$ cat src/rtl/vm_regfile.sv
// +--------------------------------------------------------------------------+
// | vm_regfile : banked register file with shared PC, per-bank SP and a      |
// |              two-cycle bank-switch handshake.                            |
// | Option     : STACK_LIMIT_EN builds the SP lower-limit trap.              |
// | Revision   : 1.0                                                         |
// +--------------------------------------------------------------------------+
`default_nettype none

module vm_regfile #(
  parameter int unsigned     DW       = 16,
  parameter int unsigned     NREG     = 8,
  parameter int unsigned     NBANK    = 2,
  parameter logic [DW-1:0]   PC_RESET = 16'o100000,
  parameter logic [DW-1:0]   SP_LIMIT = 16'o000400,
  localparam int unsigned    AW       = (NREG  > 1) ? $clog2(NREG)  : 1,
  localparam int unsigned    BW       = (NBANK > 1) ? $clog2(NBANK) : 1
) (
  input  logic          clk,
  input  logic          reset_n,
  input  logic          ce,
  input  logic [AW-1:0] ra_addr,
  output logic [DW-1:0] ra_data,
  input  logic [AW-1:0] rb_addr,
  output logic [DW-1:0] rb_data,
  input  logic          wr_en,
  input  logic [AW-1:0] wr_addr,
  input  logic [DW-1:0] wr_data,
  input  logic          pc_inc,
  input  logic          sp_push,
  input  logic          sp_pop,
  input  logic          bank_req,
  input  logic [BW-1:0] bank_new,
  output logic [BW-1:0] bank_cur,
  output logic          bank_ack,
  output logic          busy,
  output logic [DW-1:0] pc,
  output logic [DW-1:0] sp,
  output logic          sp_trap
);

  localparam logic [AW-1:0] PC_IDX = AW'(NREG - 1);
  localparam logic [AW-1:0] SP_IDX = AW'(NREG - 2);
  localparam logic [DW-1:0] STEP   = DW'(DW / 8);

  typedef enum logic [0:0] {
    S_IDLE   = 1'b0,
    S_SWITCH = 1'b1
  } state_t;

  state_t        state_q, state_d;
  logic [BW-1:0] bank_cur_q, bank_cur_d;
  logic [BW-1:0] bank_lat_q, bank_lat_d;
  logic          ack_q, ack_d;
  logic [DW-1:0] pc_q, pc_d;
  logic [DW-1:0] sp_d;
  logic [DW-1:0] sp_cur;

  // Slot PC_IDX of every bank is never written; PC lives in pc_q.
  logic [DW-1:0] regs_q [NBANK][NREG];

  logic wr_ok;
  logic wr_fwd;
  logic wr_gp;
  logic wr_pc;
  logic wr_sp;

  assign busy   = (state_q == S_SWITCH);
  assign wr_ok  = wr_en & ~busy;
  assign wr_fwd = ce & wr_ok;
  assign wr_pc  = wr_ok & (wr_addr == PC_IDX);
  assign wr_sp  = wr_ok & (wr_addr == SP_IDX);
  assign wr_gp  = wr_ok & (wr_addr != PC_IDX) & (wr_addr != SP_IDX);
  assign sp_cur = regs_q[bank_cur_q][SP_IDX];

  // Combinational reads with same-cycle write forwarding.
  always_comb begin
    ra_data = regs_q[bank_cur_q][ra_addr];
    rb_data = regs_q[bank_cur_q][rb_addr];
    if (ra_addr == PC_IDX) ra_data = pc_q;
    if (rb_addr == PC_IDX) rb_data = pc_q;
    if (wr_fwd && (wr_addr == ra_addr)) ra_data = wr_data;
    if (wr_fwd && (wr_addr == rb_addr)) rb_data = wr_data;
  end

  always_comb begin
    pc_d = pc_q;
    if (wr_pc) begin
      pc_d = wr_data;
    end else if (pc_inc) begin
      pc_d = pc_q + STEP;
    end
  end

  always_comb begin
    sp_d = sp_cur;
    if (wr_sp) begin
      sp_d = wr_data;
    end else if (sp_push) begin
      sp_d = sp_cur - STEP;
    end else if (sp_pop) begin
      sp_d = sp_cur + STEP;
    end
  end

  always_comb begin
    state_d    = state_q;
    bank_lat_d = bank_lat_q;
    bank_cur_d = bank_cur_q;
    ack_d      = 1'b0;
    case (state_q)
      S_IDLE: begin
        if (bank_req) begin
          state_d    = S_SWITCH;
          bank_lat_d = (NBANK > 1) ? bank_new : '0;
        end
      end
      S_SWITCH: begin
        state_d    = S_IDLE;
        bank_cur_d = bank_lat_q;
        ack_d      = 1'b1;
      end
      default: state_d = S_IDLE;
    endcase
  end

  always_ff @(posedge clk or negedge reset_n) begin
    if (!reset_n) begin
      state_q    <= S_IDLE;
      bank_cur_q <= '0;
      bank_lat_q <= '0;
      ack_q      <= 1'b0;
      pc_q       <= PC_RESET;
    end else if (ce) begin
      state_q    <= state_d;
      bank_cur_q <= bank_cur_d;
      bank_lat_q <= bank_lat_d;
      ack_q      <= ack_d;
      pc_q       <= pc_d;
    end
  end

  // SP updates land in the bank that is current now, even mid-switch.
  always_ff @(posedge clk or negedge reset_n) begin
    if (!reset_n) begin
      for (int b = 0; b < NBANK; b++) begin
        for (int r = 0; r < NREG; r++) begin
          regs_q[b][r] <= '0;
        end
      end
    end else if (ce) begin
      if (wr_gp) regs_q[bank_cur_q][wr_addr] <= wr_data;
      regs_q[bank_cur_q][SP_IDX] <= sp_d;
    end
  end

`ifdef STACK_LIMIT_EN
  logic trap_q;
  logic trap_d;

  assign trap_d = (wr_sp | sp_push | sp_pop) & (sp_d < SP_LIMIT);

  always_ff @(posedge clk or negedge reset_n) begin
    if (!reset_n) begin
      trap_q <= 1'b0;
    end else if (ce) begin
      trap_q <= trap_d;
    end
  end

  assign sp_trap = trap_q;
`else
  assign sp_trap = 1'b0;
`endif

  assign bank_cur = bank_cur_q;
  assign bank_ack = ack_q;
  assign pc       = pc_q;
  assign sp       = sp_cur;

endmodule

`default_nettype wire
$ cat config.mk
export PLATFORM = sky130hd
export DESIGN_NAME = vm_regfile
export DESIGN_NICKNAME = d
export VERILOG_FILES = /design/src/rtl/vm_regfile.sv
export SDC_FILE = /design/constraint.sdc
export NUM_CORES = 1
export LEC_CHECK = 0
export ABC_AREA = 1
export BUFFER_PORTS_ARGS = -buffer_cell sky130_fd_sc_hd__buf_4
export CAP_MARGIN = 15
export CORE_MARGIN = 2
export CORE_UTILIZATION = 40
export DETAILED_ROUTE_END_ITERATION = 8
export PLACE_DENSITY_LB_ADDON = 0.2
export SLEW_MARGIN = 5
export SYNTH_ARGS = -nofsm -noshare
export SYNTH_HDL_FRONTEND = slang
export SYNTH_SLANG_ARGS = --single-unit
export TNS_END_PERCENT = 20
$ cat constraint.sdc
create_clock -name clk -period 5.9 [get_ports clk]
set_input_delay 0.295 -clock clk [delete_from_list [all_inputs] [get_ports clk]]
set_output_delay 0.295 -clock clk [all_outputs]
set_load 0.01 [all_outputs]
# == Word-level counts from Yosys, hierarchy flattened ==
# Cells that the tools add are included.
# totals
n_memories,0
mem_bits_ro,0
reg_bits,276
latchBits,0
ramBits,0
# classes
eq_ne,8
n_div,0
shift,0
reduce_logical,8
n_mux,31
addsub,3
n_bitwise,11
magnitude_cmp,6
multipliers,0
# ops
op,n
256-bit bitwise mux,2
128-bit two-way mux,4
256-bit two-way mux,2
128-bit demux with 1-bit select,2
16-bit two-way mux,14
16-bit binary-select mux with 3-bit select,2
16-bit demux with 3-bit select,1
"16-bit by 2-bit adder with 16-bit output, second input constant",2
32-bit two-way mux,1
"16-bit by 2-bit subtractor with 16-bit output, second input constant",1
"3-bit == test, second input constant",4
"4-bit >= comparator, second input constant",3
3-bit NOT with 4-bit output,3
1-bit bitwise AND,6
3-bit == test,2
"3-bit != test, second input constant",2
1-bit logical AND,4
"4-bit by 1-bit less-than comparator with 1-bit output, second input constant",1
2-bit AND reduction,2
3-bit AND reduction,1
"2-bit >= comparator, second input constant",1
"2-bit by 1-bit less-than comparator with 1-bit output, second input constant",1
1-bit two-way mux,2
1-bit NOT with 2-bit output,1
3 further kinds,3

# == Longest topological paths before layout ==
# Gate-level depths: netlist of the first run.
# logic_depth
word_depth,11
mapped_depth,17

# == Worst setup path before layout of the first run ==
# No wires, ideal clock.
# synth_path
path_type,register to register
from,register bank_cur_q (netlist: bank_cur)
to,register regs_q[29] (netlist bit)
stages_incl_launch_ff,17
synth_period_minus_slack_ns,2.046
t_arrival_ns,1.933
setup_time_ns,0.113
path_buffers,1
path_slack_ns,3.854
path_cell_list,dfrtp_1 > buf_6 > inv_6 > nand2_1 > nand2_1 > inv_1 > ha_1 > nand2_1 > nand3b_1 > nor2_2 > nand3_1 > nand2_2 > nand3_1 > nand3_2 > nand3_1 > nand2_1 > inv_1
# synth_via
elab_chain_len,9
# synth_lines
item,line,text
from (decl),51,"logic [BW-1:0] bank_cur_q, bank_cur_d;"
from (signal assigned),135,bank_cur_q <= bank_cur_d;
1-bit NOT with 2-bit output (implied by the code) *,73,assign sp_cur = regs_q[bank_cur_q][SP_IDX];
128-bit two-way mux * (3 in series),--,
via sp[1],37,"output logic [DW-1:0] sp,"
16-bit by 2-bit adder with 16-bit output,101,sp_d = sp_cur + STEP;
16-bit two-way mux,100,end else if (sp_pop) begin
16-bit two-way mux *,98,end else if (sp_push) begin
16-bit two-way mux *,96,if (wr_sp) begin
256-bit bitwise mux *,152,regs_q[bank_cur_q][SP_IDX] <= sp_d;
"to (signal, indexed assignment)",151,if (wr_gp) regs_q[bank_cur_q][wr_addr] <= wr_data;
"to (signal, indexed assignment)",152,
to (decl),59,logic [DW-1:0] regs_q [NBANK][NREG];
# The timed path passes the listed nets; every way through them passes the cells marked *. The select of a mux whose other input is x is not followed.
# A chain may end at the register's enable or synchronous reset.

# == Worst setup path after layout of the first run ==
# layout_path
from,register bank_cur_q (netlist: bank_cur)
to,output port ra_data[6]
# layout_via
elab_chain_len,9
# layout_lines
item,line,text
1-bit NOT with 2-bit output (implied by the code),77,ra_data = regs_q[bank_cur_q][ra_addr];
128-bit two-way mux (implied by the code) (3 in series),77,
16-bit binary-select mux with 3-bit select,77,
16-bit two-way mux (implied by the code) (2 in series),77,
16-bit two-way mux,79,if (ra_addr == PC_IDX) ra_data = pc_q;
16-bit two-way mux,81,if (wr_fwd && (wr_addr == ra_addr)) ra_data = wr_data;
to (decl),22,"output logic [DW-1:0] ra_data,"
# Every way passes these cells. The select of a mux whose other input is x is not followed.

==> results.md, run 1 <==
- The flow ran to the end, and the final reports show no timing, DRC or antenna violations.
- Across the run, the number of max-cap violations was 0.
- Of all nets on the critical path, the largest fanout is 42.
- Cells with a size suffix above 1 make up between 10% and 20% of the layout.
- The count of input and output buffers is 100.
- The placed instances occupy a cell area of ~15,000 µm².
- The number of ports placed on the die boundary is between 100 and 150.
- In the synthesized netlist, the cells that appear most often are 546 x nand2_1, 345 x o21ai_0, 243 x dfrtp_1, 119 x nand3_1, 104 x inv_1.
- For this run, the share of the core covered by cells in the final layout is 46.4%.
- The floorplan has between 60 and 70 rows.
- The critical path is of the reg2out type.
- No sink is reached through more buffers than the 3 on the longest clock path.
- Data arrives at the worst endpoint at between 3 and 4 ns.
- The startpoint of the worst register-to-register path is bank_cur.
- The H-tree depth reported by CTS is 1.
- At the pin with the least slew margin, the transition time is between 0.9 and 1 ns.
- Yosys instantiated no cell more often than nand2_1.
- Setup repair after global routing left no endpoint under its margin.
- Clock tree synthesis inserted a total of 30 buffers.
- Counting flops with an async set or reset pin after synthesis yields a share of 100%.
- The portion of synthesized cell area occupied by the leading cell type is 43.4%.
- In the final routed layout, each cell accounts on average for a little over 20 µm.
- The final cycle utilization of the critical path is about 66%.
- Total power for the finished layout comes to between 6 and 7 mW.
- The routed wire length is roughly 48,000 µm.
- After detailed routing, the number of remaining DRC violations is 0.
- The number of diodes is 0.
- The first global-routing pass estimated 74,600 µm of wire.
- By instance count, the cell type seen most on the critical path is o21ai_0.
- The classification of the worst-slack hold path is in2reg.
- For this design the static power due to leakage is 7.80 nW.
- CTS saw 244 sinks.
- After routing the design area is between 15,000 and 20,000 µm².
- Synthesis produced a netlist with a net count of ~1.9k.
- The net count reported at finish is slightly below 2k.
- The floorplan step defined a core boundary enclosing ~35,000 µm².
- In this run the tightest slew margin relative to its limit is roughly two fifths.
- Synthesis produced roughly 1.9k cells.
- The clock-pin slew reported for the worst setup and hold paths after clock tree synthesis is 0.06 ns.
- The detailed router finished its first iteration with between 1.5k and 2k violations.
- The number of hold violations in the final report is 0.
- The layout has between 3k and 4k filler cells.
- At the placement stage, the worst setup path has a slack of between 2 and 3 ns.
- Detailed placement finished with a half-perimeter wire length of between 30,000 and 40,000 µm.
- Measured along the x axis, the die boundary spans around 190 µm.
- The via count is roughly 13k.
- The tree is rooted in a clkbuf_16.
- The number of setup violations in the final report is 0.
- Setup slack on the critical path of the routed design comes to around 2.0 ns.
- The placer's final routability congestion estimate is 0.897.
- The initial utilization of the core area, before any placement, comes to about two fifths.
- The maximum VDD drop is 0.226 mV.
- The number of detailed-routing iterations run before antenna repair is 5.
- Global routing used 26.5% of the available tracks across all layers.
- In this run the worst setup path begins at bank_cur.
- The number of buffers and inverters on the critical path is 3.
- The dominant cell type by area after synthesis is dfrtp_1.
- The synthesis-stage register bit count is roughly 240.
- The worst setup path is captured at an output port.
- The cell family contributing the most delay on the critical path is buffers and inverters.
- The y dimension of the die is about 190 µm.
- Clock skew on the completed layout was measured at 0.0160 ns.
- The slowest stage of the critical path belongs to the cell dfrtp_4.
- The global route total overflow is 0.
- The clock period could shrink to slightly below 4 ns.
- The largest single stage delay on the critical path is between 0.7 and 0.8 ns.
- The number of synthesized flops with an enable pin is 0.
- The count of nets left with antenna violations once routing finished came out at 0.
- After synthesis the cells add up to 14,000 µm².
- The floorplan step defined a die boundary enclosing roughly 37,000 µm².
- At the later pin of the worst-skew pair, clock insertion delay measures about 0.56 ns.
- The number of different library cells used by synthesis comes to 48.
- Once the clock tree was built, the setup fixing pass inserted 0 buffers.
- The final max-slew violation count came to 0.
- TritonCTS built the clock tree.
- After synthesis, the cell types taking the most area are dfrtp_1 43%, nand2_1 15%, o21ai_0 12%.
- The via count of the first global-routing pass is around 12k.
- The part of the Yosys area used for sequential elements is between 40% and 50%.
- At the worst endpoint, the required time is about 5.6 ns.
- Compared with the post-synthesis result, the final layout area differs by 14.4%.
- The summed negative setup slack over all endpoints is 0 ns.
- The critical path goes through buf_4 > nand2_1 > nand2_2 > inv_1 > o21ai_0 > nand3_1 > o21ai_0 > nand2_1 > o21ai_0 > buf_4.
- The mean instance size in the synthesized netlist is between 7 and 8 µm².
- The largest net degree at the start of global routing is 148.
- The startpoint of the tightest hold check path is ce.
- Timing would allow up to between 200 and 300 MHz.
- The number of antenna violations at the first check in global routing came to 1.
- The number of warnings printed during yosys synthesis is 0.
- The vias per cell is 5.58.
- The worst setup path is launched from a flop.
- Among all flip-flop cells after synthesis, the most frequent one is dfrtp_1.
- The power density over cell area is 424 nW/µm².
- Post-CTS repair changed the size of 0 cells.
[power breakdown]
part           total, mW  internal [mW]  switching, mW
clock               2.02           1.26          0.753
combinational       2.33          0.850           1.48
sequential          2.45           2.12          0.329
total               6.79           4.23           2.56
[per-layer routing]
layer / GRT usage [%] / wire length [µm] / part of all wire (%) / up-vias
li1: - / - / - / 6234
met3: 4.44 / 4240 / 8.8 / 106
met2: 39.8 / 20600 / 43 / 602
met5: 0 / 0 / 0 / -
met4: 8.08 / 1490 / 3.1 / 0
met1: 39.0 / 21900 / 45 / 6315
[layout by cell type (no fill, tap or decap), types with 8 or more instances in the layout]
cell       count
nand2_1      546
o21ai_0      345
dfrtp_1      242
buf_4        120
nand3_1      115
inv_1        104
nor2_1        74
mux2i_1       70
a21oi_1       57
o21ai_1       36
clkbuf_16     31
nand2_2       21
o22ai_1       13
nor2_2         9
or2_2          8
nand4_1        8
nor3_1         8
[timing repair]
action / 4_1_cts / 5_1_grt
hold endpoints to repair: 98 / 0
hold buffers: 2 / 0
endpoints found under the setup margin: 0 / 0
[through the flow]
step	hold slack, ns	cells
after global routing	0.00521	2374
after CTS	0.00745	2374
after global placement	0.397	2317
after detailed placement	0.405	2317
after floorplan	-0.000591	1875
final	0.00713	2374
[state kept, by name, summed over array words and instances, names as in the netlist]
register    count
bank_cur        1
regs_q        224
pc             16
busy            1
bank_lat_q      1
bank_ack        1
[path summary, 6_finish.rpt]
kind / to / slack [ns] / cells past startpoint
worst max-delay path: ra_data[6] / 1.99 / 10
worst min-delay path: busy / 0.007 / 2
worst max register to register: regs_q[21] / 2.74 / 13
worst min register to register: bank_ack / 0.47 / 2
max in group asynchronous: regs_q[238] / 4.17 / 3
min in group asynchronous: regs_q[36] / 0.38 / 2
[kinds of logic after synthesis]
group / after synthesis / synth area share (%)
flip-flops: 244 / 43.6
other: 1 / 0.0268
AO/OA/AOI/OAI: 483 / 18.2
multiplexers: 71 / 5.08
AND/OR/NAND/NOR: 811 / 24.5
adder cells (fa/ha/maj): 3 / 0.268
buffers and inverters: 251 / 7.65
XOR/XNOR: 11 / 0.688
[final cells by class]
class	instances	area (µm²)	share of cell area, %
flip-flops and latches	244	6110	38.1
multi-input cells	1380	6850	42.7
clock inverters	14	213	1.33
clock buffers	41	883	5.51
repair buffers	124	956	5.97
well taps	455	569	3.55
inverters	116	440	2.75
Note: power is estimated with default switching activity, not from simulation.
==> run 2: changes to the inputs <==
- clock period: 5.9 -> 4.05 ns (I/O delays scaled with it)
==> run 2 against run 1 <==
Clock power increased by 32%; critical path type unchanged; sequential cell count unchanged; first-iteration DRC count shrank 4.2%; clock skew is 0.0037 ns lower; die area did not move; critical endpoint is now rb_data[7]; combinational power grew 48%; via count increased by 0.38%; non-clock buffer count is 12 higher.
==> results.md, run 2 (synthesized netlist as in run 1, its figures left out) <==
- The post-synthesis to final-layout area growth is 14.3%.
- The routed wire length is 48,000 µm (-0.60%).
- The via count of the first global-routing pass came to 11.9k (-2.8%).
- The root buffer cell is clkbuf_16.
- The biggest fanout along the worst timing path was 33 (-21%).
- The vias per cell is 5.59 (about the same).
- The leakage power of the design is 7.80 nW (about the same).
- The worst setup path is of the reg2out kind.
- The post-cts repair resize count is 0 (unchanged).
- The post-route clock skew came to 0.0123 ns (-0.00371 ns).
- The number of diodes is 0 (unchanged).
- The critical path endpoint category is an output port.
- The number of rows in the core area came to 68 (unchanged).
- The arrival time of the worst setup path came to 3.23 ns (-0.39 ns).
- The DRC violation count after routing is 0 (unchanged).
- The number of detailed-routing iterations run before antenna repair is 6 (+1).
- The area of all placed cells without fillers was 16,000 µm² (-0.11%).
- The reported max-cap violation count was 0 (unchanged).
- The net count reported at finish is 1,944 (+0.57%).
- The core box area is 34,500 µm² (unchanged).
- The post-placement worst setup slack is 1.21 ns (-1.46 ns).
- Setup repair after global routing left no endpoint under its margin.
- The placed instance area came to 14,900 µm² (about the same).
- The DRC violation total after the first TritonRoute iteration is 1,471 (-4.2%).
- The final cycle utilization of the critical path is 84.8%.
- The number of setup violations in the final report is 0 (unchanged).
- The number of placed instances with taps included came to 2,318 (+0.043%).
- The final core utilization is 46.3% (-0.051 points).
- The number of ports placed on the die boundary is 102 (unchanged).
- The number of inserted filler cells in the final layout is 3,532 (+1.7%).
- The H-tree depth reported by CTS is 1 (unchanged).
- The initial standard-cell utilization of the core is 40.5% (unchanged).
- The critical path data required time is 3.85 ns (-1.76 ns).
- The library cells used most frequently in the layout, excluding fill and tap cells, are 546 x nand2_1, 345 x o21ai_0, 242 x dfrtp_1, 119 x nand3_1, 119 x buf_4.
- The average wire length per cell after detail routing is 20.1 µm (-0.89%).
- The number of buffers created by CTS is 29 (-3.3%).
- The via count is 13.3k (+0.38%).
- The sequential standard cell area is 6110 µm² (unchanged).
- The TritonCTS clock tree is yes.
- The number of hold violations in the final report was 0 (unchanged).
- The flow ran to the end, and the final reports show no timing, DRC or antenna violations.
- The final worst-path setup slack came to 0.615 ns (-1.37 ns).
- The leading cell type in the layout, fill and taps excluded is nand2_1.
- The floorplan die area is 36,500 µm² (unchanged).
- The placer's final routability congestion estimate came to 0.929 (+3.6%).
- The count of non-filler cells in the finished layout was 2,381 (+0.29%).
- The final max-slew violation count came to 0 (unchanged).
- The number of buffers added to fix hold violations after cts is 13 (+11).
- The number of antenna violations at the first check in global routing was 1 (unchanged).
- The area of combinational cells with multiple inputs is 6830 µm² (-0.29%).
- The worst-skew pair later-pin latency is 0.57 ns (about the same).
- The tightest min-delay check is of the in2reg type.
- The share of post-route cells with drive strength above 1 came to 12.1% (-0.77 points).
- The maximum number of buffers from clock root to sink is 3 (unchanged).
- The power density over cell area was 605 nW/µm² (+43%).
- The largest register by flop count is regs_q.
- The die span in x is 191 µm (unchanged).
- Static timing analysis puts the maximum clock frequency at roughly 290 MHz.
- The y dimension of the die came to 191 µm (unchanged).
- The half-perimeter wire length of the detailed placement result is 32,900 µm (+3.2%).
- The count of input and output buffers is 100 (unchanged).
- The number of setup buffers added after CTS is 0 (unchanged).
- The minimum clock period after layout is around 3.4 ns.
- The flip-flop count of the largest register, all copies and words added was 224 (unchanged).
- The global route total overflow is 0 (unchanged).
- The worst relative slew slack is 25.6% (-14 points).
- The worst setup path is launched from a flop.
- The post-route total power came to 9.68 mW (+43%).
- The global-route wire length before repair is 74,100 µm (-0.75%).
- The summed negative setup slack over all endpoints came to 0 ns (unchanged).
- The clock sink total is 244 (unchanged).
- The total global-route track usage is 26.3% (-0.25 points).
- The maximum VDD drop is 0.393 mV (+74%).
- The remaining antenna violation count is 0 (unchanged).
- The largest net degree at the start of global routing is 99 (-33%).
- The worst hold slack after final layout came to 0.0228 ns (+0.0157 ns).
- The clock-pin slew reported for the worst setup and hold paths after clock tree synthesis came to 0.06 ns (about the same).
- The transition at the pin with the smallest max-transition slack is 1.11 ns (+0.203 ns).
==> run 2: report_power, final <==
group | switching [mW] | total, mW | internal, mW
Combinational | 2.17 | 3.44 | 1.26
Sequential | 0.501 | 3.58 | 3.08
Clock | 1.07 | 2.66 | 1.60
Total | 3.74 | 9.68 | 5.94
==> run 2: routing by layer <==
metal  part of all wire (%)  vias to the layer above  track usage (%)
met5                  0.021                        -                0
met4                    3.1                        2             7.49
li1                       -                     6252                -
met1                     46                     6394             39.6
met3                    8.6                       82             3.98
met2                     42                      578             38.8
==> run 2: path summary, 6_finish.rpt <==
| check | slack [ns] | depth (start not counted) | from | to |
|---|---|---|---|---|
| min | 0.02 | 5 | wr_data[8] | regs_q[24] |
| max reg2reg | 1.17 | 15 | bank_cur | regs_q[29] |
| max | 0.62 | 8 | bank_cur | rb_data[7] |
| min reg2reg | 0.48 | 2 | regs_q[101] | regs_q[101] |
| min in group asynchronous | 0.25 | 2 | reset_n | regs_q[163] |
| max in group asynchronous | 2.80 | 3 | reset_n | regs_q[250] |
==> run 2: final cells by class <==
class / count / area share (%)
Clock buffer: 43 / 5.18
Timing Repair Buffer: 136 / 6.86
Tap cell: 455 / 3.56
Inverter: 116 / 2.75
Multi-Input combinational cell: 1380 / 42.7
Clock inverter: 7 / 0.797
Sequential cell: 244 / 38.2
==> run 2: critical path, cell delays in order, from the launching register on <==
cell	delay, ns
dfrtp_4	0.78
buf_4	0.43
mux2i_1	0.41
a21oi_1	0.17
o21ai_0	0.32
nand3_1	0.17
o21ai_0	0.13
inv_1	0.07
buf_4	0.14
==> run 3: changes to the inputs <==
- clock period: 4.05 -> 2.8 ns (I/O delays scaled with it)
==> run 3 against run 2 <==
The run now ends with setup timing left; global-route usage increased by 0.79 points; clock power increased by 58%; worst setup slack got worse by 0.63 ns; first-iteration DRC count increased by 3.1%; non-clock buffer count up 62; utilization is 3.8 points higher; design area is 8.2% higher; routed wire length is 5.2% higher; cell count rose by 2.9%.
==> results.md, run 3 (synthesized netlist as in run 1, its figures left out) <==
- The worst-skew pair later-pin latency was 0.58 ns (about the same).
- The average wire length per cell after detail routing is 20.6 µm (+2.2%).
- The placer's final routability congestion estimate is 0.903 (-2.8%).
- The die span in x is 191 µm (unchanged).
- The final reports fail on setup timing.
- The DRC violation count after routing is 0 (unchanged).
- The share of post-route cells with drive strength above 1 is 18.8% (+6.7 points).
- The DRC violation total after the first TritonRoute iteration is 1,516 (+3.1%).
- The type of the worst setup path is reg2out.
- The count of cells along the worst hold path is 4 (-1).
- The count of input and output buffers was 100 (unchanged).
- The cell-internal power is 9.47 mW (+59%).
- The net count reported at finish is 2,008 (+3.3%).
- The largest net degree at the start of global routing is 83 (-16%).
- The clock sink total is 244 (unchanged).
- The floorplan die area came to 36,500 µm² (unchanged).
- The sequential group share of total power is 34.3% (-2.7 points).
- The largest register by flop count is regs_q.
- The vias per cell is 5.63 (+0.78%).
- In the layout the commonest cells are 545 x nand2_1, 308 x o21ai_0, 242 x dfrtp_1, 155 x buf_4, 105 x nand3_1.
- The post-route clock skew is 0.0144 ns (+0.00210 ns).
- The critical path data required time came to 2.66 ns (-1.19 ns).
- The maximum VDD drop came to 0.716 mV (+82%).
- The global-route wire length before repair came to 75,700 µm (+2.2%).
- STA classifies the critical path startpoint as a flop.
- The number of cells on the worst reg-to-reg path is 16 (+1).
- The number of inserted filler cells in the final layout is 3,371 (-4.6%).
- The number of hold violations in the final report is 0 (unchanged).
- The library cell used most frequently in the layout, excluding fill and tap cells, is nand2_1.
- The worst path uses 101% of the clock period.
- The final worst-path setup slack came to -0.0156 ns (-0.631 ns).
- The maximum number of buffers from clock root to sink is 3 (unchanged).
- The half-perimeter wire length of the detailed placement result is 33,500 µm (+1.9%).
- The number of ports placed on the die boundary is 102 (unchanged).
- The global route total overflow is 0 (unchanged).
- The switching power of the nets is 5.75 mW (+54%).
- The flip-flop count of the largest register, all copies and words added was 224 (unchanged).
- The number of diodes was 0 (unchanged).
- The area growth from synthesis to layout is 23.6%.
- The transition at the pin with the smallest max-transition slack came to 0.756 ns (-0.358 ns).
- The post-placement worst setup slack is 0.260 ns (-0.947 ns).
- The TritonCTS clock tree is yes.
- The via count of the first global-routing pass came to 12.7k (+6.3%).
- The remaining antenna violation count is 0 (unchanged).
- The number of setup violations in the final report was 1 (+1).
- The y dimension of the die is 191 µm (unchanged).
- The H-tree depth reported by CTS is 1 (unchanged).
- The final core utilization came to 50.1% (+3.8 points).
- The fraction of power spent switching nets is 37.8% (-0.82 points).
- The initial standard-cell utilization of the core is 40.5% (unchanged).
- The power density over cell area is 880 nW/µm² (+45%).
- The summed negative setup slack over all endpoints is -0.0156 ns (-0.0156 ns).
- The flow ran to the end, but the final reports show violations.
- The via count is 13.8k (+3.7%).
- The reported max-cap violation count was 0 (unchanged).
- The final max-slew violation count is 0 (unchanged).
- The worst hold path belongs to the class in2reg.
- The combinational power share was 38.2% (+2.7 points).
- For the finished layout, the period the worst path requires is approximately 2.8 ns.
- The total global-route track usage came to 27.1% (+0.79 points).
- Setup repair after global routing could not meet its margin everywhere.
- The count of non-filler cells in the finished layout is 2,449 (+2.9%).
- The routed wire length is 50,500 µm (+5.2%).
- The share of power burned in the clock network came to 27.5% (about the same).
- The arrival time of the worst setup path is 2.68 ns (-0.55 ns).
- The number of placed instances with taps included is 2,357 (+1.7%).
- The root buffer cell is clkbuf_16.
- The number of antenna violations at the first check in global routing was 0 (-1).
- STA classifies the critical path endpoint as an output port.
- The leakage power of the design is 8.24 nW (+5.7%).
- The number of rows in the core area is 68 (unchanged).
- The core box area came to 34,500 µm² (unchanged).
- The worst relative slew slack is 49.6% (+24 points).
- The worst hold slack after final layout is 0.0240 ns (+0.00120 ns).
- The clock-pin slew reported for the worst setup and hold paths after clock tree synthesis is 0.06 ns (about the same).
- The number of buffers created by CTS is 30 (+3.4%).
- The biggest fanout along the worst timing path is 8 (-76%).
- Timing would allow up to about 360 MHz.
- The number of detailed-routing iterations run before antenna repair is 6 (unchanged).
[run 3: final cells by class]
cell class / instances / area (µm²) / share of cell area [%]
well taps: 455 / 569 / 3.29
repair buffers: 198 / 1840 / 10.6
multi-input cells: 1380 / 7250 / 41.9
clock buffers: 44 / 903 / 5.22
repair inverters: 1 / 8.76 / 0.0506
clock inverters: 11 / 176 / 1.02
inverters: 116 / 448 / 2.59
flip-flops and latches: 244 / 6110 / 35.3
[run 3: critical path, stage by stage, from the launching register on]
cell and delay (ns):
dfrtp_4 0.55, buf_12 0.22, buf_4 0.15, mux2i_4 0.26
nor2_1 0.08, o22ai_2 0.22, nand2_1 0.08, nand3_1 0.07
o21ai_0 0.22, buf_4 0.23
[run 3: per-layer routing]
metal  up-vias  GRT usage [%]  wire length, µm
met5         -              0                0
met4         0           9.85             1760
met3       117           5.75             4590
met2       683           39.8            22000
met1      6595           39.1            22100
li1       6400              -                -
[run 3: power groups by stage]
| stage | clock network [mW] | registers, mW | logic, mW |
|---|---|---|---|
| after global placement | 0 | 5.15 | 4.97 |
| after floorplan | 0 | 4.97 | 3.38 |
| final | 4.19 | 5.22 | 5.81 |
| after detailed placement | 0 | 5.16 | 5.04 |
| after global routing | 4.42 | 5.31 | 6.39 |
| after CTS | 4.25 | 5.12 | 5.24 |
[run 3: stage by stage]
step,power (mW),cell area (µm²)
final,15.2,17300
after global routing,16.1,17300
after CTS,14.6,16700
after detailed placement,10.2,15300
after global placement,10.1,15300
after floorplan,8.35,14000
[run 3: repair_timing]
action | in CTS | in global routing
hold buffers | 19 | 0
gates cloned | 2 | 5
endpoints found under the hold margin | 108 | 0
pin swaps | 0 | 15
endpoints found under the setup margin | 32 | 31
resized for setup | 18 | 124
setup buffers | 2 | 9
[run 3: worst paths after layout]
path | start | slack [ns] | to
min reg2reg | regs_q[187] | 0.48 | regs_q[187]
max in group asynchronous | reset_n | 1.80 | regs_q[152]
min in group asynchronous | reset_n | 0.15 | regs_q[195]
max | bank_cur | -0.02 | ra_data[7]
min | wr_addr[2] | 0.02 | regs_q[227]
max reg2reg | bank_cur | 0.32 | regs_q[29]
